File: src/rtl/backend_tx.sv
// backend_tx: reads a packet from the buffer BRAM and streams it out as 256-bit AXI-Stream beats.
// A small prefetch FIFO hides BRAM read latency so beats flow back to back.
module backend_tx #(
  parameter int RD_LATENCY = 1,
  parameter int FIFO_DEPTH = 4
) (
  input  logic         aclk,
  input  logic         aresetn,
  input  logic         start,
  input  logic [15:0]  length_be,
  output logic         finish,
  output logic         busy,
  output logic         len_err,
  output logic         bram_enb,
  output logic [5:0]   bram_addrb,
  input  logic [255:0] bram_doutb,
  output logic [255:0] m_axis_tdata,
  output logic [31:0]  m_axis_tkeep,
  output logic         m_axis_tvalid,
  output logic         m_axis_tlast,
  input  logic         m_axis_tready
);
  localparam int AW = (FIFO_DEPTH > 1) ? $clog2(FIFO_DEPTH) : 1;
  localparam int CW = $clog2(FIFO_DEPTH + 1);
  localparam logic [CW:0] DEPTH = FIFO_DEPTH[CW:0];
  typedef enum logic [1:0] {IDLE, STREAM, DONE} state_t;
  state_t state_q, state_d;
  logic [6:0] beats_q, beats_d, rd_ptr_q, rd_ptr_d, tx_cnt_q, tx_cnt_d, len_beats;
  logic [31:0] last_keep_q, last_keep_d;
  logic len_err_q, len_err_d;
  logic [RD_LATENCY-1:0] vld_q;
  logic [255:0] mem_q [FIFO_DEPTH];
  logic [AW-1:0] wr_q, rd_q;
  logic [CW-1:0] cnt_q, cnt_d;
  logic [CW:0] in_flight;
  logic len_ok, issue, push, pop, empty, last_beat;

  assign len_beats = 7'((17'(length_be) + 17'd31) >> 5);
  assign len_ok = length_be != 16'd0 && length_be <= 16'd2048;
  assign empty = cnt_q == '0;
  assign push = vld_q[RD_LATENCY-1];
  assign pop = !empty && m_axis_tready;
  assign last_beat = tx_cnt_q == beats_q - 7'd1;

  always_comb begin
    in_flight = '0;
    for (int i = 0; i < RD_LATENCY; i++) in_flight = in_flight + {{CW{1'b0}}, vld_q[i]};
  end

  // Beat 0 is read in the start cycle itself; reads still in the BRAM pipeline reserve FIFO slots.
  assign issue = aresetn && (state_q == IDLE ? start && len_ok
                 : state_q == STREAM && rd_ptr_q < beats_q && {1'b0, cnt_q} + in_flight < DEPTH);

  always_comb begin
    state_d = state_q;
    beats_d = beats_q;
    last_keep_d = last_keep_q;
    len_err_d = len_err_q;
    rd_ptr_d = issue ? rd_ptr_q + 7'd1 : rd_ptr_q;
    tx_cnt_d = pop ? tx_cnt_q + 7'd1 : tx_cnt_q;
    cnt_d = push && !pop ? cnt_q + CW'(1) : !push && pop ? cnt_q - CW'(1) : cnt_q;
    case (state_q)
      IDLE: if (start) begin
        state_d = len_ok ? STREAM : DONE;
        len_err_d = len_err_q | !len_ok;
        beats_d = len_beats;
        last_keep_d = length_be[4:0] == 5'd0 ? '1 : (32'h1 << length_be[4:0]) - 32'h1;
        rd_ptr_d = 7'd1;
        tx_cnt_d = '0;
      end
      STREAM: if (pop && last_beat) state_d = DONE;
      default: state_d = IDLE;
    endcase
  end

  always_ff @(posedge aclk) begin
    if (!aresetn) begin
      state_q <= IDLE;
      beats_q <= '0;
      rd_ptr_q <= '0;
      tx_cnt_q <= '0;
      last_keep_q <= '0;
      len_err_q <= 1'b0;
      vld_q <= '0;
      wr_q <= '0;
      rd_q <= '0;
      cnt_q <= '0;
    end else begin
      state_q <= state_d;
      beats_q <= beats_d;
      rd_ptr_q <= rd_ptr_d;
      tx_cnt_q <= tx_cnt_d;
      last_keep_q <= last_keep_d;
      len_err_q <= len_err_d;
      vld_q <= RD_LATENCY'({vld_q, issue});
      wr_q <= push ? (wr_q == AW'(FIFO_DEPTH - 1) ? '0 : wr_q + AW'(1)) : wr_q;
      rd_q <= pop ? (rd_q == AW'(FIFO_DEPTH - 1) ? '0 : rd_q + AW'(1)) : rd_q;
      cnt_q <= cnt_d;
    end
  end

  always_ff @(posedge aclk) if (push) mem_q[wr_q] <= bram_doutb;

  assign finish = state_q == DONE;
  assign busy = state_q != IDLE;
  assign len_err = len_err_q;
  assign bram_enb = issue;
  assign bram_addrb = state_q == IDLE ? 6'd0 : rd_ptr_q[5:0];
  assign m_axis_tvalid = !empty;
  assign m_axis_tdata = empty ? '0 : mem_q[rd_q];
  assign m_axis_tkeep = empty ? '0 : last_beat ? last_keep_q : '1;
  assign m_axis_tlast = !empty && last_beat;
endmodule
File: config.mk
export PLATFORM = sky130hd
export DESIGN_NAME = backend_tx
export DESIGN_NICKNAME = d
export VERILOG_FILES = /design/src/rtl/backend_tx.sv
export SDC_FILE = /design/constraint.sdc
export NUM_CORES = 1
export LEC_CHECK = 0
export CORE_MARGIN = 5
export CORE_UTILIZATION = 55
export CTS_CLUSTER_SIZE = 14
export DETAILED_ROUTE_END_ITERATION = 16
export GPL_TIMING_DRIVEN = 0
export PLACE_DENSITY_LB_ADDON = 0.2
export SLEW_MARGIN = 15
export SYNTH_ARGS = -nofsm -noshare
export SYNTH_HDL_FRONTEND = slang
export SYNTH_SLANG_ARGS = --single-unit
export TNS_END_PERCENT = 100
File: constraint.sdc
create_clock -name aclk -period 9.2 [get_ports aclk]
set_input_delay 1.38 -clock aclk [delete_from_list [all_inputs] [get_ports aclk]]
set_output_delay 1.38 -clock aclk [all_outputs]
set_load 0.01 [all_outputs]
# Yosys cells after proc, flatten, opt, wreduce, memory -nomap -nowiden
# Memory sizes are Yosys's and may differ from the RTL's. A register that Yosys moved wholly into a read port is not among the register bits.
# Cells that the tools add are included.
[word_totals]
mem_count = 1
word_cells = 79
reg_bits = 64
latchBits = 0
input_bits = 276
ramBits = 1024
romBits = 0
output_inout_bits = 300
[mem_list]
columns = ["memory", "words", "word_bits", "read_ports", "rd_clocked_by_memory_dff", "write_ports", "line_no", "rtl"]
rows = [
  ["mem_q", 4, 256, 1, 1, 1, "32", "logic [255:0] mem_q [FIFO_DEPTH];"],
]
[classes]
n_bitwise = 1
magnitude_cmp = 3
mux = 24
n_shift = 1
multipliers = 0
reduce_logical = 22
n_eq_ne = 7
n_addsub = 10
n_div = 0
[op_table]
columns = ["op", "n"]
rows = [
  ["$mux 256", 1],
  ["$mux 32", 3],
  ["$mux 7", 6],
  ["$shl 1x5->32 const A", 1],
  ["$sub 32x1->32 const B", 1],
  ["$le 16x12->1 const B", 1],
  ["$reduce_bool 16->1", 1],
  ["$add 7x1->7 const B", 2],
  ["$mux 2", 7],
  ["$add 12x5->12 const B", 1],
  ["$logic_and 1x1->1", 10],
  ["$eq 7x7->1", 1],
  ["$lt 7x7->1", 1],
  ["$sub 7x1->7 const B", 1],
  ["$eq 2x2->1 const B", 3],
  ["$mux 3", 2],
  ["$mux 6", 1],
  ["$logic_not 5->1", 1],
  ["$add 2x1->2 const B", 2],
  ["$add 3x1->4", 1],
  ["$logic_not 1->1", 4],
  ["$lt 4x3->1 const B", 1],
  ["$pmux 2 s2", 1],
  ["$reduce_and 2->1", 2],
  ["other kinds (10)", 13],
]

# Depth between registers and ports, before layout
[depth]
ltp_word = 8
mapped_depth = 11
depth_no_buf = 9

# Worst setup path after synthesis
# Ideal clock, no wire load.
[synth_timing]
kind = "register -> register"
from = "register wr_q[0]"
to = "memory mem_q[0][0] (enable)"
arrival_time_ns = 6.344
path_slack_ns = 2.207
setup_ns = 0.648
path_stages_with_launch = 4
period_less_slack_ns = 6.993
cell_sequence = "dfxtp_1 > inv_1 > ha_1 > and2_1"
[synth_rtl]
columns = ["item", "line_no", "rtl"]
rows = [
  ["start, declared", "33", "logic [AW-1:0] wr_q, rd_q;"],
  ["start signal, assigned", "96", "wr_q <= push ? (wr_q == AW'(FIFO_DEPTH - 1) ? '0 : wr_q + AW'(1)) : wr_q;"],
  ["end, declared", "32", ""],
]
# Straight into the memory's write port.

# Worst setup path in the final report
[layout_timing]
from = "register cnt_q[0]"
to = "output port m_axis_tdata[169]"
[layout_via]
elab_chain_cells = 2
[layout_rtl]
columns = ["item", "line_no", "rtl"]
rows = [
  ["start, declared", "34", "logic [CW-1:0] cnt_q, cnt_d;"],
  ["start signal, assigned", "98", "cnt_q <= cnt_d;"],
  ["$logic_not 3->1", "40", "assign empty = cnt_q == '0;"],
  ["$mux 256", "110", "assign m_axis_tdata = empty ? '0 : mem_q[rd_q];"],
  ["end, declared", "17", "output logic [255:0] m_axis_tdata,"],
]
# No other way between the ends.

==> impl_metrics.json <==
{
  "status": "completed",
  "switchingPower_mw": 4.217,
  "slew_viol_final": 0,
  "hold_end": "last_keep_q[8]",
  "crit_required_ps": 7820,
  "worstHoldStart": "last_keep_q[8]",
  "grt_pass1_wl_um": 148900,
  "power.share.clock": 0.278,
  "syn_nets": 2409,
  "crit_fanout": 10,
  "cts_setup_buffers": 0,
  "synthesis.area_um2": 42440,
  "p_comb_frac": 0.348,
  "holdCritPathClass": "flop to flop",
  "crit_arrival_ps": 3990,
  "area_growth_pct": 25.82,
  "cts.hold.buffers_added": 0,
  "finalCritPeriodShare": 0.5838,
  "finClkSkew_ps": 29.11,
  "synth_cells": 2116,
  "ys_types": 59,
  "placed_area_um2": 50080,
  "wl_met1_um": 38870,
  "slew_headroom": 0.1978,
  "clkTransAtPathRegs_ps": 60,
  "period_minus_slack_ps": 5371,
  "power_frac_seq": 0.375,
  "htree_levels": 3,
  "grt_overflow": 0,
  "start_kind": "flop",
  "r2r_setup_slack_ps": 6600,
  "highest_layer": "met5",
  "criticalPathCategory": "flop to output pin",
  "wl_met3_um": 7830,
  "drive_gt1_frac": 0.1629,
  "synth-seq-cells": 1090,
  "finalSetupViolCount": 0,
  "leakagePower_nw": 16.98,
  "ant_nets": 0,
  "worstMarginPinSlew_ps": 1203,
  "die_w_um": 287.8,
  "num_rows": 101,
  "yosys_warnings": 0,
  "r2r_end": "cnt_q[2]",
  "r2r_start": "cnt_q[0]",
  "total_power_mw": 14.63,
  "power_density_nw_per_um2": 274.0,
  "clk_latency_ps": 670,
  "stdcell_area_um2": 53400,
  "die_h_um": 287.8,
  "viasPerCell": 5.696,
  "wire_per_inst_um": 25.67,
  "cts_tree": "done",
  "grt_max_degree": 46,
  "wl_met2_um": 51230,
  "post-route-drc-count": 0,
  "drt_iter0_drc": 1863,
  "switching_share": 0.2881,
  "worstSetupEndpointType": "output pin",
  "synth_area_per_cell_um2": 20.06,
  "dp_hpwl_um": 69330,
  "synthFlopType": "edfxtp_1",
  "antenna_found_initial": 30,
  "vias": 22520,
  "grt_pass1_vias": 23300,
  "hold_depth": 2,
  "cts_buffers": 107,
  "yosysSeqAreaShare": 0.7556,
  "cts.sinks": 1090,
  "clock-root-buffer": "clkbuf_16",
  "grt_util_all_layers": 0.2425,
  "clk_path_buf_depth": 3,
  "portBuffers": 573,
  "p_int_mw": 10.42,
  "final_nets": 3115,
  "hold_violations": 0,
  "start_util": 0.5570,
  "rsz0062_at_grt": "no",
  "boundaryPins": 576,
  "dr.pass1.iters": 5,
  "max_freq_ghz": 0.1862,
  "async_flop_share": 0,
  "routed_wl_um": 101500,
  "ir_drop_mv": 0.1980,
  "gp_congestion": 0.8650,
  "reg2reg_depth": 10,
  "cts_resized": 0,
  "fin_ws_ps": 3829,
  "die-area_um2": 82820,
  "post-place-ws_ps": 4126,
  "final_util": 0.7008,
  "core_um2": 76200,
  "synth_edf_count": 1024,
  "setup_tns_ps": 0,
  "drv_cap": 0
}
## worst max-delay path by stage
stage	startpoint	to	slack (ps)
5_1_grt	cnt_q[0]	m_axis_tdata[171]	3560
4_1_cts	cnt_q[0]	m_axis_tdata[89]	3620
6_report	cnt_q[0]	m_axis_tdata[169]	3830
2_1_floorplan	wr_q[0]	mem_q[0][0]	2210
3_5_place_dp	length_be[12]	bram_enb	4130
3_3_place_gp	wr_q[0]	mem_q[0][203]	-2750
## layer usage
| metal | track usage | up-vias |
|---|---|---|
| met5 | 0 | - |
| met4 | 0.09383 | 20 |
| met3 | 0.06302 | 196 |
| met2 | 0.3980 | 832 |
| met1 | 0.3159 | 11520 |
| li1 | - | 9951 |
## placed cells by master (no fill, tap or decap), drive strengths merged, types with 2 or more instances in the layout
master / instances
nor2b: 9
o21ai: 34
o221ai: 4
buf: 73
a211oi: 8
bufinv: 3
ha: 16
xnor2: 13
clkdlybuf4s50: 573
clkbuf: 216
inv: 21
and3: 5
mux4: 256
nor2: 47
nand3: 19
o31ai: 2
clkinv: 44
mux2i: 9
and2: 264
nand2: 28
a21o: 2
edfxtp: 1024
nor4: 6
nand4: 12
or2: 3
xor2: 12
o211ai: 4
nor3: 13
or3: 7
o21a: 36
nand2b: 3
diode: 21
dfxtp: 66
o211a: 4
a21oi: 36
a31oi: 12
## sequential cells by signal (all words and copies together) (netlist names), named ones only
register / count
rd_ptr_q: 7
beats_q: 7
wr_q: 2
tx_cnt_q: 7
push: 1
last_keep_q: 32
mem_q: 1024
cnt_q: 3
rd_q: 2
state_q: 2
len_err: 1
## critical path, stage by stage, from the launching register on
cell             delay, ps
dfxtp_1                400
or3_1                  180
clkbuf_1               650
clkbuf_1               820
clkbuf_1               420
and2_1                 210
clkdlybuf4s50_1        640
## synth_stat cells, types with 13 or more instances
cell type / count / area (µm²)
edfxtp_1: 1024 / 30750
and2_1: 264 / 1652
mux4_2: 256 / 5766
clkbuf_1: 77 / 289.0
dfxtp_1: 66 / 1321
nor2_1: 46 / 172.7
a21oi_1: 36 / 180.2
o21a_1: 36 / 270.3
o21ai_0: 34 / 170.2
buf_2: 33 / 165.2
nand2_1: 28 / 105.1
nand3_1: 19 / 95.09
ha_1: 16 / 200.2
inv_1: 16 / 60.06
xnor2_1: 13 / 113.9
## per-stage QoR
step	std cells	hold WS [ps]
after floorplan	2116	432.2
after global placement	3719	445.8
after detailed placement	3743	454.0
after CTS	3933	463.3
after global routing	3949	506.4
final	3954	468.2
## logic make-up after synthesis
logic type | count (synthesis) | synth area share
AO/OA/AOI/OAI | 154 | 0.02355
XOR/XNOR | 25 | 0.005159
multiplexers | 266 | 0.1383
buffers and inverters | 144 | 0.01445
AND/OR/NAND/NOR | 420 | 0.05769
adder cells (fa/ha/maj) | 17 | 0.005188
flip-flops | 1090 | 0.7556
## power groups by stage
stage / combinational, mW / clock, mW / sequential [mW]
2_1_floorplan: 2.41 / 0 / 5.58
3_3_place_gp: 5.12 / 0 / 5.59
3_5_place_dp: 5.14 / 0 / 5.58
4_1_cts: 5.19 / 4.15 / 5.48
5_1_grt: 5.43 / 4.38 / 5.48
6_report: 5.09 / 4.07 / 5.48
## layout make-up
cell class	count	area [µm²]
Multi-Input combinational cell	882	9768
Clock inverter	51	387.9
Fill cell	4864	22800
Timing Repair Buffer	597	6336
Buffer	126	544.3
Antenna cell	21	52.55
Tap cell	1030	1289
Clock buffer	139	2883
Inverter	18	68.82
Sequential cell	1090	32070
(Power assumes the default switching activity.)
